[src/rtl/dma_slot_scheduler.sv]
// Colour-clock chip-bus slot allocator: fixed-slot DMA channels plus prioritised
// arbitration of free slots, with a CPU anti-starvation limit on the blitter.
module dma_slot_scheduler #(
    parameter int NSPR    = 8,
    parameter int BLT_MAX = 3
) (
    input  logic       clk,
    input  logic       reset,
    input  logic       cck,
    input  logic [7:0] hpos,
    input  logic       dmaen,
    input  logic       dskdma,
    input  logic       sprdma,
    input  logic       bpldma,
    input  logic       copdma,
    input  logic       blten,
    input  logic [3:0] auddma,
    input  logic       bltpri,
    input  logic       dsk_req,
    input  logic       spr_req,
    input  logic       bpl_req,
    input  logic       cop_req,
    input  logic       blt_req,
    input  logic       cpu_req,
    input  logic [3:0] aud_req,
    output logic       gnt_ref,
    output logic       gnt_dsk,
    output logic       gnt_spr,
    output logic       gnt_bpl,
    output logic       gnt_cop,
    output logic       gnt_blt,
    output logic       gnt_cpu,
    output logic [3:0] gnt_aud,
    output logic [2:0] spr_num,
    output logic       slot_free
);

    typedef enum logic [3:0] {
        OWN_NONE = 4'd0,
        OWN_REF  = 4'd1,
        OWN_DSK  = 4'd2,
        OWN_AUD  = 4'd3,
        OWN_SPR  = 4'd4,
        OWN_BPL  = 4'd5,
        OWN_COP  = 4'd6,
        OWN_BLT  = 4'd7,
        OWN_CPU  = 4'd8
    } owner_e;

    localparam logic [7:0] AUD_BASE  = 8'h0D;
    localparam logic [7:0] SPR_BASE  = 8'h15;
    localparam logic [8:0] SPR_END   = 9'(9'h015 + 9'(4 * NSPR));
    localparam logic [7:0] COP_BLOCK = 8'hE0;
    localparam logic [1:0] BLT_LIMIT = 2'(BLT_MAX);

    logic       ref_slot_s;
    logic       dsk_slot_s;
    logic       aud_slot_s;
    logic       spr_slot_s;
    logic [1:0] aud_idx_s;
    logic [2:0] spr_idx_s;
    logic       dsk_ok_s;
    logic       aud_ok_s;
    logic       spr_ok_s;
    logic       bpl_ok_s;
    logic       cop_ok_s;
    logic       blt_ok_s;
    owner_e     owner_s;
    logic [1:0] starve_r;
    logic [1:0] starve_nxt_s;

    // Decode which fixed channel, if any, owns the current beam position.
    always_comb begin
        ref_slot_s = (hpos == 8'hE2) || (hpos == 8'h01) || (hpos == 8'h03) || (hpos == 8'h05);
        dsk_slot_s = (hpos == 8'h07) || (hpos == 8'h09) || (hpos == 8'h0B);
        aud_slot_s = hpos[0] && (hpos >= AUD_BASE) && (hpos <= 8'h13);
        spr_slot_s = hpos[0] && (hpos >= SPR_BASE) && ({1'b0, hpos} < SPR_END);
        aud_idx_s  = 2'((hpos - AUD_BASE) >> 1);
        spr_idx_s  = 3'((hpos - SPR_BASE) >> 2);
    end

    // Per-requester eligibility; the blitter steps aside once the CPU has waited long enough.
    always_comb begin
        dsk_ok_s = dsk_slot_s && dmaen && dskdma && dsk_req;
        aud_ok_s = aud_slot_s && dmaen && auddma[aud_idx_s] && aud_req[aud_idx_s];
        spr_ok_s = spr_slot_s && dmaen && sprdma && spr_req && !bpl_req;
        bpl_ok_s = dmaen && bpldma && bpl_req;
        cop_ok_s = dmaen && copdma && cop_req && !hpos[0] && (hpos != COP_BLOCK);
        blt_ok_s = dmaen && blten && blt_req
                   && !((starve_r == BLT_LIMIT) && !bltpri && cpu_req);
    end

    // Slot owner: refresh, disk and audio beat everyone; sprites only when bitplanes are idle.
    always_comb begin
        owner_s = OWN_NONE;
        if (ref_slot_s) begin
            owner_s = OWN_REF;
        end else if (dsk_ok_s) begin
            owner_s = OWN_DSK;
        end else if (aud_ok_s) begin
            owner_s = OWN_AUD;
        end else if (spr_ok_s) begin
            owner_s = OWN_SPR;
        end else if (bpl_ok_s) begin
            owner_s = OWN_BPL;
        end else if (cop_ok_s) begin
            owner_s = OWN_COP;
        end else if (blt_ok_s) begin
            owner_s = OWN_BLT;
        end else if (cpu_req) begin
            owner_s = OWN_CPU;
        end else begin
            owner_s = OWN_NONE;
        end
    end

    // Count blitter grants taken while the CPU is kept waiting.
    always_comb begin
        starve_nxt_s = starve_r;
        if (bltpri) begin
            starve_nxt_s = 2'd0;
        end else if ((owner_s == OWN_CPU) || !cpu_req) begin
            starve_nxt_s = 2'd0;
        end else if ((owner_s == OWN_BLT) && (starve_r != 2'd3)) begin
            starve_nxt_s = starve_r + 2'd1;
        end else begin
            starve_nxt_s = starve_r;
        end
    end

    // Register the grant set once per CCK; outputs hold between evaluations.
    always_ff @(posedge clk) begin
        if (reset) begin
            gnt_ref   <= 1'b0;
            gnt_dsk   <= 1'b0;
            gnt_aud   <= 4'b0000;
            gnt_spr   <= 1'b0;
            gnt_bpl   <= 1'b0;
            gnt_cop   <= 1'b0;
            gnt_blt   <= 1'b0;
            gnt_cpu   <= 1'b0;
            spr_num   <= 3'd0;
            slot_free <= 1'b0;
            starve_r  <= 2'd0;
        end else if (cck) begin
            gnt_ref   <= 1'b0;
            gnt_dsk   <= 1'b0;
            gnt_aud   <= 4'b0000;
            gnt_spr   <= 1'b0;
            gnt_bpl   <= 1'b0;
            gnt_cop   <= 1'b0;
            gnt_blt   <= 1'b0;
            gnt_cpu   <= 1'b0;
            spr_num   <= 3'd0;
            slot_free <= 1'b0;
            starve_r  <= starve_nxt_s;
            case (owner_s)
                OWN_REF: gnt_ref <= 1'b1;
                OWN_DSK: gnt_dsk <= 1'b1;
                OWN_AUD: gnt_aud <= 4'b0001 << aud_idx_s;
                OWN_SPR: begin
                    gnt_spr <= 1'b1;
                    spr_num <= spr_idx_s;
                end
                OWN_BPL: gnt_bpl <= 1'b1;
                OWN_COP: gnt_cop <= 1'b1;
                OWN_BLT: gnt_blt <= 1'b1;
                OWN_CPU: gnt_cpu <= 1'b1;
                default: slot_free <= 1'b1;
            endcase
        end else begin
            starve_r <= starve_r;
        end
    end

endmodule
[config.mk]
export PLATFORM = sky130hd
export DESIGN_NAME = dma_slot_scheduler
export DESIGN_NICKNAME = d
export VERILOG_FILES = /design/src/rtl/dma_slot_scheduler.sv
export SDC_FILE = /design/constraint.sdc
export NUM_CORES = 1
export LEC_CHECK = 0
export ABC_AREA = 1
export BUFFER_PORTS_ARGS = -buffer_cell sky130_fd_sc_hd__buf_2
export CORE_AREA = 2 2 90 49
export CTS_CLUSTER_DIAMETER = 100
export CTS_CLUSTER_SIZE = 10
export DETAILED_ROUTE_END_ITERATION = 12
export DIE_AREA = 0 0 92 51
export PLACE_DENSITY = 0.64
export RECOVER_POWER = 50
export SKIP_LAST_GASP = 1
export SLEW_MARGIN = 30
export SYNTH_ARGS = -nofsm -noshare
export SYNTH_HDL_FRONTEND = slang
export SYNTH_SLANG_ARGS = --single-unit
[constraint.sdc]
create_clock -name clk -period 1.98 [get_ports clk]
set_input_delay 0.099 -clock clk [delete_from_list [all_inputs] [get_ports clk]]
set_output_delay 0.099 -clock clk [all_outputs]
set_load 0.05 [all_outputs]
Yosys cells after proc, flatten, opt, wreduce, memory -nomap -nowiden:

Index checks and enable logic that the tools add are counted.
W data, S select, Z words.

* latch bits: 0
* output and inout bits: 15
* word-level logic and storage cells: 103
* memory bits (writable): 0
* memories kept: 0
* input port bits: 32
* flip-flop bits (word level): 17
* bits in read-only memories: 0

* $mul: 0
* $add $sub $neg: 3
* shift-type cells: 1
* divide/modulo/power cells: 0
* order comparisons: 5
* reductions and logical operators: 40
* muxes and demuxes: 25
* equality and inequality tests: 18
* bitwise gates (word level): 0

Operators by type and width (number)
* $mux W4: 9
* $logic_and A1 B1 Y1: 26
* $eq A4 B3 Y1 const B: 4
* $eq A8 B3 Y1 const B: 2
* $eq A8 B4 Y1 const B: 2
* $mux W1: 10
* $eq A4 B2 Y1 const B: 2
* $eq A8 B1 Y1 const B: 1
* $eq A8 B2 Y1 const B: 1
* $eq A8 B8 Y1 const B: 1
* $ge A8 B4 Y1 const B: 1
* $ge A8 B5 Y1 const B: 1
* $le A8 B5 Y1 const B: 1
* $lt A8 B6 Y1 const B: 1
* $ne A8 B8 Y1 const B: 1
* $reduce_or A8 Y1: 1
* $logic_or A1 B1 Y1: 6
* $mux W2: 3
* $logic_not A1 Y1: 5
* $sub A5 B5 Y5 const B: 1
* $bmux W1 S2: 2
* $eq A4 B1 Y1 const B: 1
* $eq A4 B4 Y1 const B: 1
* $shl A1 B2 Y4 const A: 1
* other kinds (8): 8

Longest topological paths before layout:

* depth after elaboration: 17
* depth in mapped cells: 17

Least setup slack after synthesis:

OpenSTA, ideal clock, no wires.

* kind: input to register
* start point: input hpos[0]
* end point: register starve_r[0]
* data required time: 1.865 ns
* path buffers: 0
* setup slack: 0.360 ns
* stages on the path: 15
* arrival: 1.505 ns
* path through: inv_1 ha_1 inv_2 nand2_1 nand2_1 nand2_1 nand2_2 nand3_4 nand2_2 inv_2 nand3_2 nor2_4 nand2_1 a21oi_1 nor2_1

* cells in the longest elaborated chain, start to end: 15
* elaborated cells between the ends (all ways): 53

Ends and longest elaborated chain
* start: declaration: RTL line 10 `input logic [7:0] hpos,`
* $ge A8 B5 Y1: RTL line 77 `spr_slot_s = hpos[0] && (hpos >= SPR_BASE) && ({1'b0, hpos} < SPR_END);`
* $logic_and A1 B1 Y1 (2 in a row): RTL line 77
* $logic_and A1 B1 Y1 (4 in a row): RTL line 86 `spr_ok_s = spr_slot_s && dmaen && sprdma && spr_req && !bpl_req;`
* $mux W4: RTL line 102 `end else if (spr_ok_s) begin`
* $mux W4: RTL line 100 `end else if (aud_ok_s) begin`
* $mux W4: RTL line 98 `end else if (dsk_ok_s) begin`
* $mux W4 *: RTL line 96 `if (ref_slot_s) begin`
* $eq A4 B4 Y1 or $eq A4 B3 Y1 (tied branches): RTL line 122, 124
* $logic_or A1 B1 Y1 or $logic_and A1 B1 Y1 (tied branches): RTL line 122, 124
* $reduce_bool A3 Y1 (no line) or $mux W2 (tied branches)
* $reduce_and A2 Y1 (no line) or $mux W2 (tied branches)
* end signal: assignment: RTL line 156 `starve_r <= starve_nxt_s;`
* end signal: assignment: RTL line 172 `starve_r <= starve_r;`
* end: declaration: RTL line 69 `logic [1:0] starve_r;`

Every way passes the cells marked *; elsewhere a longest branch is shown, timed or not. The select of a mux whose other input is x is not followed.
A chain may end at the register's enable or synchronous reset.

Worst setup path after layout:

* start point: register starve_r[0]
* end point: register starve_r[0]

* cells in the longest elaborated chain, start to end: 16
* elaborated cells between the ends (all ways): 23

Ends and longest elaborated chain
* $eq A2 B2 Y1: RTL line 90 `&& !((starve_r == BLT_LIMIT) && !bltpri && cpu_req);`
* $logic_and A1 B1 Y1 (2 in a row): RTL line 90
* $logic_not A1 Y1: RTL line 90
* $logic_and A1 B1 Y1: RTL line 90
* $mux W4: RTL line 108 `end else if (blt_ok_s) begin`
* $mux W4: RTL line 106 `end else if (cop_ok_s) begin`
* $mux W4: RTL line 104 `end else if (bpl_ok_s) begin`
* $mux W4: RTL line 102
* $mux W4: RTL line 100
* $mux W4: RTL line 98
* $mux W4: RTL line 96
* $eq A4 B4 Y1 or $eq A4 B3 Y1 (tied branches): RTL line 122, 124
* $logic_or A1 B1 Y1 or $logic_and A1 B1 Y1 (tied branches): RTL line 122, 124
* $reduce_bool A3 Y1 (no line) or $mux W2 (tied branches)
* $reduce_and A2 Y1 (no line) or $mux W2 (tied branches)

Parallel ways exist; a longest one is shown, timed or not. The select of a mux whose other input is x is not followed.

==> flow_summary_export.csv <==
group,metric,value,unit
routing,via_per_inst,4.447,
sta,rsz0062_at_grt,"false",
clocking,cts_sinks,17,
layout,syn_to_final_growth,24.40,%
global_routing,grt_pass1_vias,1214,
layout,antennaDiodeCount,0,
layout,nFillCells,445,
sta,tns,0,ns
clocking,cts_tree,"done",
logic_synthesis,yosysSeqAreaShare,0.2623,
clocking,cts.reportedPaths.clkPinSlew,0.06,ns
power_and_ir_drop,power.density,494.8,nW/um^2
routing,vias,1383,
floorplanning,die_x,92,um
worst_setup_path,critical_path_required,2.13,ns
logic_synthesis,synth_area,1297,sq um
logic_synthesis,synth_nets,245,
worst_setup_path,crit_chain,"ha_1, inv_1, o21ai_1, nand2_1, nor2_1, nand2_1, inv_1, nand2_1, nor2_2, o21ai_1, a21oi_1, nor2_1",
logic_synthesis,netlist_instances,207,
placed_design,dp_hpwl,2704,um
clocking,cts_hold_buf,0,
job,maxCapViolations,0,
logic_synthesis,ys_ff_latch,17,
clocking,ctsLongestPathBuffers,2,
floorplanning,initial_core_util,0.3211,
logic_synthesis,synthFlopType,"dfxtp_1",
logic_synthesis,synth_top_area_share,0.2623,
routing,drt_iter0_drc,80,
min_path,hold_path.class,"input port to register",
worst_setup_path,critPathMaxFanout,4,
layout,drive_gt1_frac,0.2441,
clocking,cts_buffers,3,
logic_synthesis,ys.warnings.count,0,
clocking,post_cts_buffers,0,
worst_setup_path,path_class,"register to register",
logic_synthesis,synth_edf_count,0,
worst_setup_path,cp_top_family,"simple AND/OR/NAND/NOR gates",
placed_design,port_buffers,46,
floorplanning,core_region_area,4041,sq um
layout,nets,293,
worst_setup_path,critical-path-max-stage-delay,0.34,ns
sta,fin_crit_sh,0.8797,
sta,setup_viol,0,
worst_setup_path,crit_arrival,1.89,ns
global_routing,grt_overflow,0,
logic_synthesis,synth.distinct_cells,25,
routing,dr.pass1.iters,4,
routing,ant_nets,0,
sta,min_period,1.742,ns
outcome,status,"complete, no violations",
logic_synthesis,yosys-top-cells-count,"nand2_1 (67), inv_1 (22), a21oi_1 (18), dfxtp_1 (17), nor2_1 (15)",
logic_synthesis,synthArstFlopShare,0,
floorplanning,chipHeight,51,um
power_and_ir_drop,ir_worst_vdd,0.0002758,V
global_routing,track_usage,0.1453,
global_routing,grt_pass1_wl,5430,um
sta,slew_violations,0,
global_routing,grt_antenna_before_repair,0,
routing,drc_errors,0,
clocking,htree_levels,1,
routing,finalWirelength,3191,um
clocking,insertion_delay,0.25,ns
clocking,cts_resized,0,
placed_design,place_congestion,0.8754,
logic_synthesis,yosysMostFrequentCell,"nand2_1",
worst_setup_path,cpMostUsedCell,"nand2_1",
sta,hold_viol_final,0,
floorplanning,io_pins,47,
sta,skew,0.003061,ns
sta,worstMarginPinSlew,0.5974,ns
global_routing,grt_max_degree,16,
logic_synthesis,yosysTopAreaCell,"dfxtp_1",
clocking,cts_root_buf,"clkbuf_8",
worst_setup_path,crit_buf_inv,2,
logic_synthesis,syn_avg_cell_area,6.268,sq um
power_and_ir_drop,leakage,0.0007739,uW
routing,routedWlPerCell,10.26,um
power_and_ir_drop,power,798.6,uW
worst_setup_path,endpoint_kind,"register",
worst_setup_path,start_kind,"register",
logic_synthesis,ys_top_cells_by_area,"dfxtp_1 (26%), nand2_1 (19%), a21oi_1 (6.9%)",
sta,maxSlewHeadroom,0.6035,
floorplanning,dieArea,4692,sq um
worst_setup_path,crit_slowest_cell,"dfxtp_1",
floorplanning,num_rows,17,
sta,fmax,574.1,MHz
[kinds of logic (layout without fill, tap and decap cells)]
logic type,after synthesis,in the layout,synth area share
compound gates,24,24,0.09258
buf+inv,33,80,0.09740
xor+xnor,1,1,0.006751
simple gates,126,126,0.4831
fa+ha+maj,6,6,0.05786
flops,17,17,0.2623
[metal layers]
metal | wire [um] | global-route usage | vias up
met5 | 0 | 0 | -
met4 | 0 | 0.02239 | 0
met3 | 177 | 0.04130 | 0
met2 | 1225 | 0.2022 | 38
met1 | 1789 | 0.2218 | 588
li1 | - | - | 757
[sequential cells by signal, summed over array words and instances (netlist names)]
signal and cells:
gnt_cpu 1, gnt_bpl 1, gnt_dsk 1, gnt_ref 1, gnt_blt 1, gnt_spr 1
spr_num 3, starve_r 2, gnt_cop 1, slot_free 1, gnt_aud 4
[worst paths after layout]
check / from / to / slack [ns] / depth (start not counted)
setup / recovery: starve_r[0] / starve_r[0] / 0.24 / 12
hold / removal: reset / gnt_spr / 0.19 / 2
setup reg to reg: starve_r[0] / starve_r[0] / 0.24 / 12
hold reg to reg: gnt_cop / gnt_cop / 0.46 / 2
[layout by cell type (no fill, tap or decap), drive strengths merged]
| cell type | n |
|---|---|
| inv | 30 |
| o21ai | 6 |
| nand4 | 8 |
| clkbuf | 19 |
| nand2 | 75 |
| buf | 30 |
| nand3 | 19 |
| xor2 | 1 |
| clkinv | 1 |
| ha | 6 |
| nor3 | 1 |
| nor4 | 1 |
| nand3b | 1 |
| and3 | 1 |
| dfxtp | 17 |
| nor2 | 20 |
| a21oi | 18 |
[area by class of cell]
type,instances,area (sq um),area share
Tap cell,57,71.32,0.04419
Clock buffer,3,41.29,0.02558
Timing Repair Buffer,46,210.2,0.1302
Sequential cell,17,340.3,0.2109
Clock inverter,1,5.005,0.003101
Multi-Input combinational cell,157,830.8,0.5147
Inverter,30,115.1,0.07132
[power by group]
group	total (uW)	internal [uW]	switching [uW]
Combinational	197	64.6	133
Sequential	349	347	2.23
Clock	253	140	113
[metrics by stage]
| stage | area, sq um | hold WS, ns | utilization | worst slack, ns | instances |
|---|---|---|---|---|---|
| floorplan | 1297 | 0.1681 | - | 0.3601 | 207 |
| global placement | 1588 | 0.4542 | 0.3929 | 0.09603 | 307 |
| detailed placement | 1588 | 0.4565 | 0.3929 | 0.02556 | 307 |
| CTS | 1634 | 0.1958 | 0.4043 | 0.2365 | 311 |
| global route | 1614 | 0.2085 | 0.3994 | 0.03616 | 311 |
| finish | 1614 | 0.1937 | 0.3994 | 0.2383 | 311 |
Note: power is estimated with default switching activity, not from simulation.
